[src/rtl/wb_pkg.sv]
// rtl/wb_pkg.sv - shared types and widths for the register write-back path
//
// Purpose: common definitions for the write-back queue, the register unit and
// the issue logic, so that all of them agree on entry layout and widths.
//   XLEN      data width of one register
//   REG_AW    register address width (32 registers)
//   WB_DEPTH  default write-back FIFO depth (power of two, >= 2)
//   wb_entry_t  one pending register write {rd, data}
//   rd_is_x0    true for the hard-wired zero register

package wb_pkg;

  localparam int XLEN     = 32;
  localparam int REG_AW   = 5;
  localparam int WB_DEPTH = 4;

  typedef struct packed {
    logic [REG_AW-1:0] rd;
    logic [XLEN-1:0]   data;
  } wb_entry_t;

  function automatic logic rd_is_x0(input logic [REG_AW-1:0] rd);
    return rd == '0;
  endfunction

endpackage

[src/rtl/wb_fifo.sv]
// rtl/wb_fifo.sv - in-order storage for pending register writes
//
// Purpose: small circular FIFO holding pending register writes, with an
// age-ordered view of every slot for the forwarding scan.
// Ports:
//   clk, resetN   clock, asynchronous active-low reset
//   enq           write enq_entry at the tail this cycle (caller guarantees space)
//   enq_entry     entry to write
//   deq           retire the head entry this cycle (caller guarantees count != 0)
//   head          entry at the head pointer (meaningful only when count != 0)
//   count         occupied entries; sole full/empty discriminator
//   view_valid    bit k set when the k-th oldest slot holds a pending entry
//   view_entry    k-th oldest slot contents (index 0 = head, higher = younger)

module wb_fifo
  import wb_pkg::*;
#(
  parameter  int DEPTH = WB_DEPTH,
  localparam int PW    = $clog2(DEPTH),
  localparam int CW    = PW + 1
) (
  input  logic                  clk,
  input  logic                  resetN,
  input  logic                  enq,
  input  wb_entry_t             enq_entry,
  input  logic                  deq,
  output wb_entry_t             head,
  output logic [CW-1:0]         count,
  output logic [DEPTH-1:0]      view_valid,
  output wb_entry_t [DEPTH-1:0] view_entry
);

  wb_entry_t         mem [DEPTH];
  logic [PW-1:0]     wr_ptr;
  logic [PW-1:0]     rd_ptr;

  // Storage needs no reset: validity is derived from count alone.
  always_ff @(posedge clk) begin
    if (enq) begin
      mem[wr_ptr] <= enq_entry;
    end
  end

  // Pointers are exactly log2(DEPTH) bits wide, so they wrap on their own.
  always_ff @(posedge clk or negedge resetN) begin
    if (!resetN) begin
      wr_ptr <= '0;
      rd_ptr <= '0;
      count  <= '0;
    end else begin
      if (enq) begin
        wr_ptr <= wr_ptr + PW'(1);
      end
      if (deq) begin
        rd_ptr <= rd_ptr + PW'(1);
      end
      case ({enq, deq})
        2'b10:   count <= count + CW'(1);
        2'b01:   count <= count - CW'(1);
        default: count <= count;
      endcase
    end
  end

  assign head = mem[rd_ptr];

  // Rotate the slots so the consumer sees them oldest-first.
  always_comb begin
    for (int k = 0; k < DEPTH; k++) begin
      view_entry[k] = mem[rd_ptr + PW'(k)];
      view_valid[k] = CW'(k) < count;
    end
  end

endmodule

[src/rtl/writeback_queue.sv]
// rtl/writeback_queue.sv - arbitrated write-back queue with operand forwarding
//
// Purpose: accepts ALU and load results over valid/ready, buffers them in order
// and drains one per cycle into the register unit write port. Pending results
// are visible to operand reads through a youngest-match forwarding lookup.
// Ports:
//   clk, resetN                     clock, asynchronous active-low reset
//   aluValid/aluReady/aluRd/aluData ALU result handshake (lower priority)
//   memValid/memReady/memRd/memData load result handshake (higher priority)
//   rfHold                          1 = register unit must not be written
//   rfRd/rfWriteEnable/rfData       register unit write port (head entry)
//   fwdRs1/fwdRs2                   operand addresses to look up
//   fwdHit1/fwdHit2                 a pending write exists for the operand
//   fwdData1/fwdData2               data of the youngest matching pending write
//   count                           occupied entries

module writeback_queue
  import wb_pkg::*;
#(
  parameter  int DEPTH = WB_DEPTH,
  localparam int CW    = $clog2(DEPTH) + 1
) (
  input  logic              clk,
  input  logic              resetN,
  input  logic              aluValid,
  output logic              aluReady,
  input  logic [REG_AW-1:0] aluRd,
  input  logic [XLEN-1:0]   aluData,
  input  logic              memValid,
  output logic              memReady,
  input  logic [REG_AW-1:0] memRd,
  input  logic [XLEN-1:0]   memData,
  input  logic              rfHold,
  output logic [REG_AW-1:0] rfRd,
  output logic              rfWriteEnable,
  output logic [XLEN-1:0]   rfData,
  input  logic [REG_AW-1:0] fwdRs1,
  input  logic [REG_AW-1:0] fwdRs2,
  output logic              fwdHit1,
  output logic              fwdHit2,
  output logic [XLEN-1:0]   fwdData1,
  output logic [XLEN-1:0]   fwdData2,
  output logic [CW-1:0]     count
);

  logic                  run;
  logic                  deq;
  logic                  space;
  logic                  mem_fire;
  logic                  alu_fire;
  logic                  enq;
  wb_entry_t             in_entry;
  wb_entry_t             head;
  logic [DEPTH-1:0]      view_valid;
  wb_entry_t [DEPTH-1:0] view_entry;

  // Readys are held low while in reset and for the first edge after release,
  // so nothing is accepted while the queue is being cleared.
  always_ff @(posedge clk or negedge resetN) begin
    if (!resetN) begin
      run <= 1'b0;
    end else begin
      run <= 1'b1;
    end
  end

  always_comb begin
    deq   = (count != '0) && !rfHold;
    // A dequeue in the same cycle frees a slot, so a full queue still accepts.
    space = (count < CW'(DEPTH)) || deq;

    memReady = run && space;
    aluReady = run && space && !memValid;

    mem_fire = memValid && memReady;
    alu_fire = aluValid && aluReady;

    if (mem_fire) begin
      in_entry.rd   = memRd;
      in_entry.data = memData;
    end else begin
      in_entry.rd   = aluRd;
      in_entry.data = aluData;
    end

    // Writes to x0 complete their handshake but are dropped here.
    enq = (mem_fire || alu_fire) && !rd_is_x0(in_entry.rd);

    rfWriteEnable = deq;
    if (count != '0) begin
      rfRd   = head.rd;
      rfData = head.data;
    end else begin
      rfRd   = '0;
      rfData = '0;
    end
  end

  // Oldest-to-youngest scan; later matches overwrite earlier ones, leaving the
  // youngest. The head is included even while it is being written.
  always_comb begin
    fwdHit1  = 1'b0;
    fwdData1 = '0;
    fwdHit2  = 1'b0;
    fwdData2 = '0;
    for (int k = 0; k < DEPTH; k++) begin
      if (view_valid[k] && !rd_is_x0(fwdRs1) && (view_entry[k].rd == fwdRs1)) begin
        fwdHit1  = 1'b1;
        fwdData1 = view_entry[k].data;
      end
      if (view_valid[k] && !rd_is_x0(fwdRs2) && (view_entry[k].rd == fwdRs2)) begin
        fwdHit2  = 1'b1;
        fwdData2 = view_entry[k].data;
      end
    end
  end

  wb_fifo #(
    .DEPTH (DEPTH)
  ) u_fifo (
    .clk        (clk),
    .resetN     (resetN),
    .enq        (enq),
    .enq_entry  (in_entry),
    .deq        (deq),
    .head       (head),
    .count      (count),
    .view_valid (view_valid),
    .view_entry (view_entry)
  );

endmodule

[config.mk]
export PLATFORM = sky130hd
export DESIGN_NAME = writeback_queue
export DESIGN_NICKNAME = d
export VERILOG_FILES = /design/src/rtl/wb_pkg.sv /design/src/rtl/wb_fifo.sv /design/src/rtl/writeback_queue.sv
export SDC_FILE = /design/constraint.sdc
export NUM_CORES = 1
export LEC_CHECK = 0
export BUFFER_PORTS_ARGS = -buffer_cell sky130_fd_sc_hd__buf_2
export CAP_MARGIN = 20
export CORE_ASPECT_RATIO = 0.5
export CORE_MARGIN = 5
export CORE_UTILIZATION = 45
export CTS_CLUSTER_SIZE = 10
export DETAILED_ROUTE_END_ITERATION = 12
export GPL_ROUTABILITY_DRIVEN = 0
export PLACE_DENSITY = 0.77
export SETUP_SLACK_MARGIN = 0.1
export SLEW_MARGIN = 15
export SYNTH_ARGS = -nofsm -noshare
export SYNTH_HDL_FRONTEND = slang
export SYNTH_SLANG_ARGS = --single-unit
[constraint.sdc]
create_clock -name clk -period 4.99 [get_ports clk]
set_clock_uncertainty 0.2 [all_clocks]
set_input_delay 0.2495 -clock clk [delete_from_list [all_inputs] [get_ports clk]]
set_output_delay 0.2495 -clock clk [all_outputs]
set_load 0.02 [all_outputs]
==> flow_summary.json <==
{
  "cp-start-kind": "register",
  "synth.most_common_cell": "edfxtp_1",
  "drive_gt1_share_pct": 28.3,
  "power.leakage_nw": 5.55,
  "hpwl_um": 27300,
  "h-tree-depth": 4,
  "diodes": 0,
  "cts_tree": "yes",
  "grt.total_usage_pct": 25.8,
  "fin_crit_ns": 4.63,
  "max_slew_margin_pct": 29.3,
  "grtUsageMet1_pct": 32.5,
  "use_met3_pct": 5.66,
  "use_met2_pct": 42.8,
  "rr_startpoint": "u_fifo.count[2]",
  "die_height_um": 129,
  "gr-total-overflow": 0,
  "syn_area_sq_mm": 0.0128,
  "synth_cells": 1291,
  "hold_depth": 2,
  "top_usage_layer": "met2",
  "synth_top_flop_cell": "edfxtp_1",
  "cts_setup_buffers": 0,
  "min_period_over_period_pct": 92.7,
  "clk_latency_ns": 0.44,
  "root_buffer": "clkbuf_16",
  "synth_edf_count": 148,
  "max_slew.worst_pin.slew_ns": 1.06,
  "clockBufferDepth": 2,
  "setup_viol": 0,
  "die_w_um": 248,
  "fin_hold_ws_ns": 0.0146,
  "timing_worst_setup_path_type": "register to output port",
  "finalSetupTns_ns": 0,
  "outcome": "complete, no violations",
  "row_count": 43,
  "synth.distinct_cells": 67,
  "clock_sinks": 156,
  "r2r_cells": 7,
  "synth.area.top_cells": "edfxtp_1 35%, mux2_2 9.0%, o221ai_1 7.4%, mux2i_1 6.4%, nor3_1 4.6%",
  "wl_um": 43200,
  "holdCritStartpoint": "aluData[23]",
  "synth.yosys.seq_area_share_pct": 36.3,
  "wl_per_cell_um": 23.2,
  "routed_via_density": 6.82,
  "async_flop_share_pct": 5.13,
  "antenna_found_initial": 0,
  "initial_core_util_pct": 45.9,
  "final_nets": 1560,
  "io_buffers": 197,
  "finalPower_mw": 9.02,
  "dieArea_sq_mm": 0.0321,
  "hold_violations": 0,
  "drc": 0,
  "synth_nets": 1389,
  "grt_pass1_vias": 12300,
  "yosysTopAreaCell": "edfxtp_1",
  "numCtsBuffers": 17,
  "cp.required_ns": 4.54,
  "ant_nets": 0,
  "dr.pass1.iters": 7,
  "via_count": 12700,
  "drt_iter0_markers": 2062,
  "cts.clk_slew.worst_paths_ns": 0.07,
  "synth_warnings": 0,
  "maxCapViolCount": 0,
  "synth.avg_cell_area_sq_um": 9.91,
  "endpoint_kind": "output port",
  "syn2layout_area_growth_pct": 18.8,
  "grt_pass1_wl_um": 67200,
  "ir_drop_mv": 0.363,
  "cp_max_fo": 44,
  "holdPathEnd": "u_fifo.mem[2][23]",
  "io_pins": 198,
  "min_path_type": "input pin to register",
  "arrival_ns": 4.18,
  "grt_max_degree": 97,
  "slew_violations": 0,
  "rsz0062_at_grt": "false",
  "synth_top_area_share_pct": 34.7,
  "pre_cts_slack_ns": 0.744,
  "r2r_end": "u_fifo.mem[0][30]",
  "setup_ws_ns": 0.365,
  "r2r_slack_ns": 0.89,
  "power_density_mw_per_mm2": 594,
  "fmax_mhz": 216,
  "synth-seq-cells": 156,
  "coreArea_sq_mm": 0.0279,
  "synth_common_cells": "148 x edfxtp_1, 131 x nand2_1, 118 x nor3_1"
}
-- worst max path at each step --
stage	depth (start not counted)	endpoint	slack, ns	start
floorplan	7	u_fifo.mem[0][0]	0.78	u_fifo.count[2]
finish	10	fwdData2[28]	0.36	u_fifo.rd_ptr[1]
global placement	8	fwdData2[26]	0.86	u_fifo.rd_ptr[1]
global route	10	fwdData2[27]	0.14	u_fifo.rd_ptr[0]
CTS	8	fwdData2[26]	0.26	u_fifo.rd_ptr[1]
detailed placement	8	fwdData2[26]	0.74	u_fifo.rd_ptr[1]
-- layout by cell type (no fill, tap or decap), types with 4 or more instances in the layout --
cell type,Yosys,routed
nor2b_1,12,12
a2bb2oi_1,27,27
nand2_1,131,127
mux2_1,4,4
mux2_2,102,102
and2_1,4,4
clkbuf_16,0,17
dfrtp_1,8,6
xnor2_1,35,35
dlygate4sd3_1,0,64
o21ai_0,67,67
a2111oi_0,27,27
or4_1,5,5
o21ai_1,4,4
nor2_4,0,6
a21oi_1,39,39
inv_6,0,6
nor2_1,43,39
ha_1,9,8
inv_1,11,11
mux2i_1,82,82
nand2_2,0,4
a22oi_1,21,21
xor2_1,10,10
nor3_1,118,118
edfxtp_1,148,148
buf_2,34,197
nand4_1,6,6
a2111o_1,27,27
buf_4,7,30
a22oi_2,8,8
mux4_2,15,15
o221ai_1,108,108
a211oi_1,32,32
-- logic make-up (layout without fill, tap and decap cells) --
group / count (synthesis) / after routing / synth area share, %
muxes: 203 / 203 / 18.4
and+or+nand+nor: 341 / 341 / 12.6
buffers and inverters: 155 / 339 / 5.47
DFF: 156 / 156 / 36.3
AOI/OAI and AO/OA: 381 / 381 / 23.2
xor gates and xnor gates: 45 / 45 / 3.08
adders and majority gates: 9 / 9 / 0.880
other: 1 / 1 / 0.0293
-- worst max-delay path, cell delays in order, from the launching register on --
cell and delay (ns):
dfrtp_4 0.63, buf_4 0.60, mux4_2 0.46, xnor2_1 0.15, nand4_1 0.10, nor4b_2 0.07, o21bai_2 0.44, buf_4 0.34
a2111oi_0 0.41, a2bb2oi_1 0.31, buf_2 0.23
-- sequential cells by signal, summed over array words and instances, names as in the netlist --
| register | cells |
|---|---|
| u_fifo.rd_ptr | 2 |
| u_fifo.count | 3 |
| u_fifo.wr_ptr | 2 |
| run | 1 |
| u_fifo.mem | 148 |
-- layout make-up --
class	count	area, sq um
well taps	382	478
multi-input cells	980	7540
clock inverters	15	138
fillers	2360	12700
inverters	12	47.5
flip-flops and latches	156	4650
repair buffers	295	1920
clock buffers	17	425
-- per-layer routing --
| layer | wire length (um) | up-vias |
|---|---|---|
| met3 | 4660 | 204 |
| met1 | 16500 | 6005 |
| met4 | 2090 | 0 |
| met2 | 19900 | 953 |
| li1 | - | 5496 |
| met5 | 0 | - |
-- per-stage QoR --
stage | cell area [sq um] | instances | utilization, %
3_3_place_gp | 14000 | 1760 | 50.1
5_1_grt | 15200 | 1857 | 54.5
4_1_cts | 15200 | 1856 | 54.4
2_1_floorplan | 12800 | 1291 | -
6_report | 15200 | 1857 | 54.5
3_5_place_dp | 14000 | 1760 | 50.1
-- timing repair --
item	CTS	global route
hold endpoints to repair	131	0
setup endpoints to repair	0	3
hold buffers	64	0
gates resized for setup	0	2
-- power breakdown --
group          switching (mW)  total [mW]  leakage [nW]  internal, mW
sequential              0.235        1.90          1.44          1.67
combinational            3.76        5.87          3.84          2.12
clock                   0.552        1.24         0.273         0.693
total                    4.54        9.02          5.55          4.48
No activity file was read; power rests on OpenSTA's default activity.
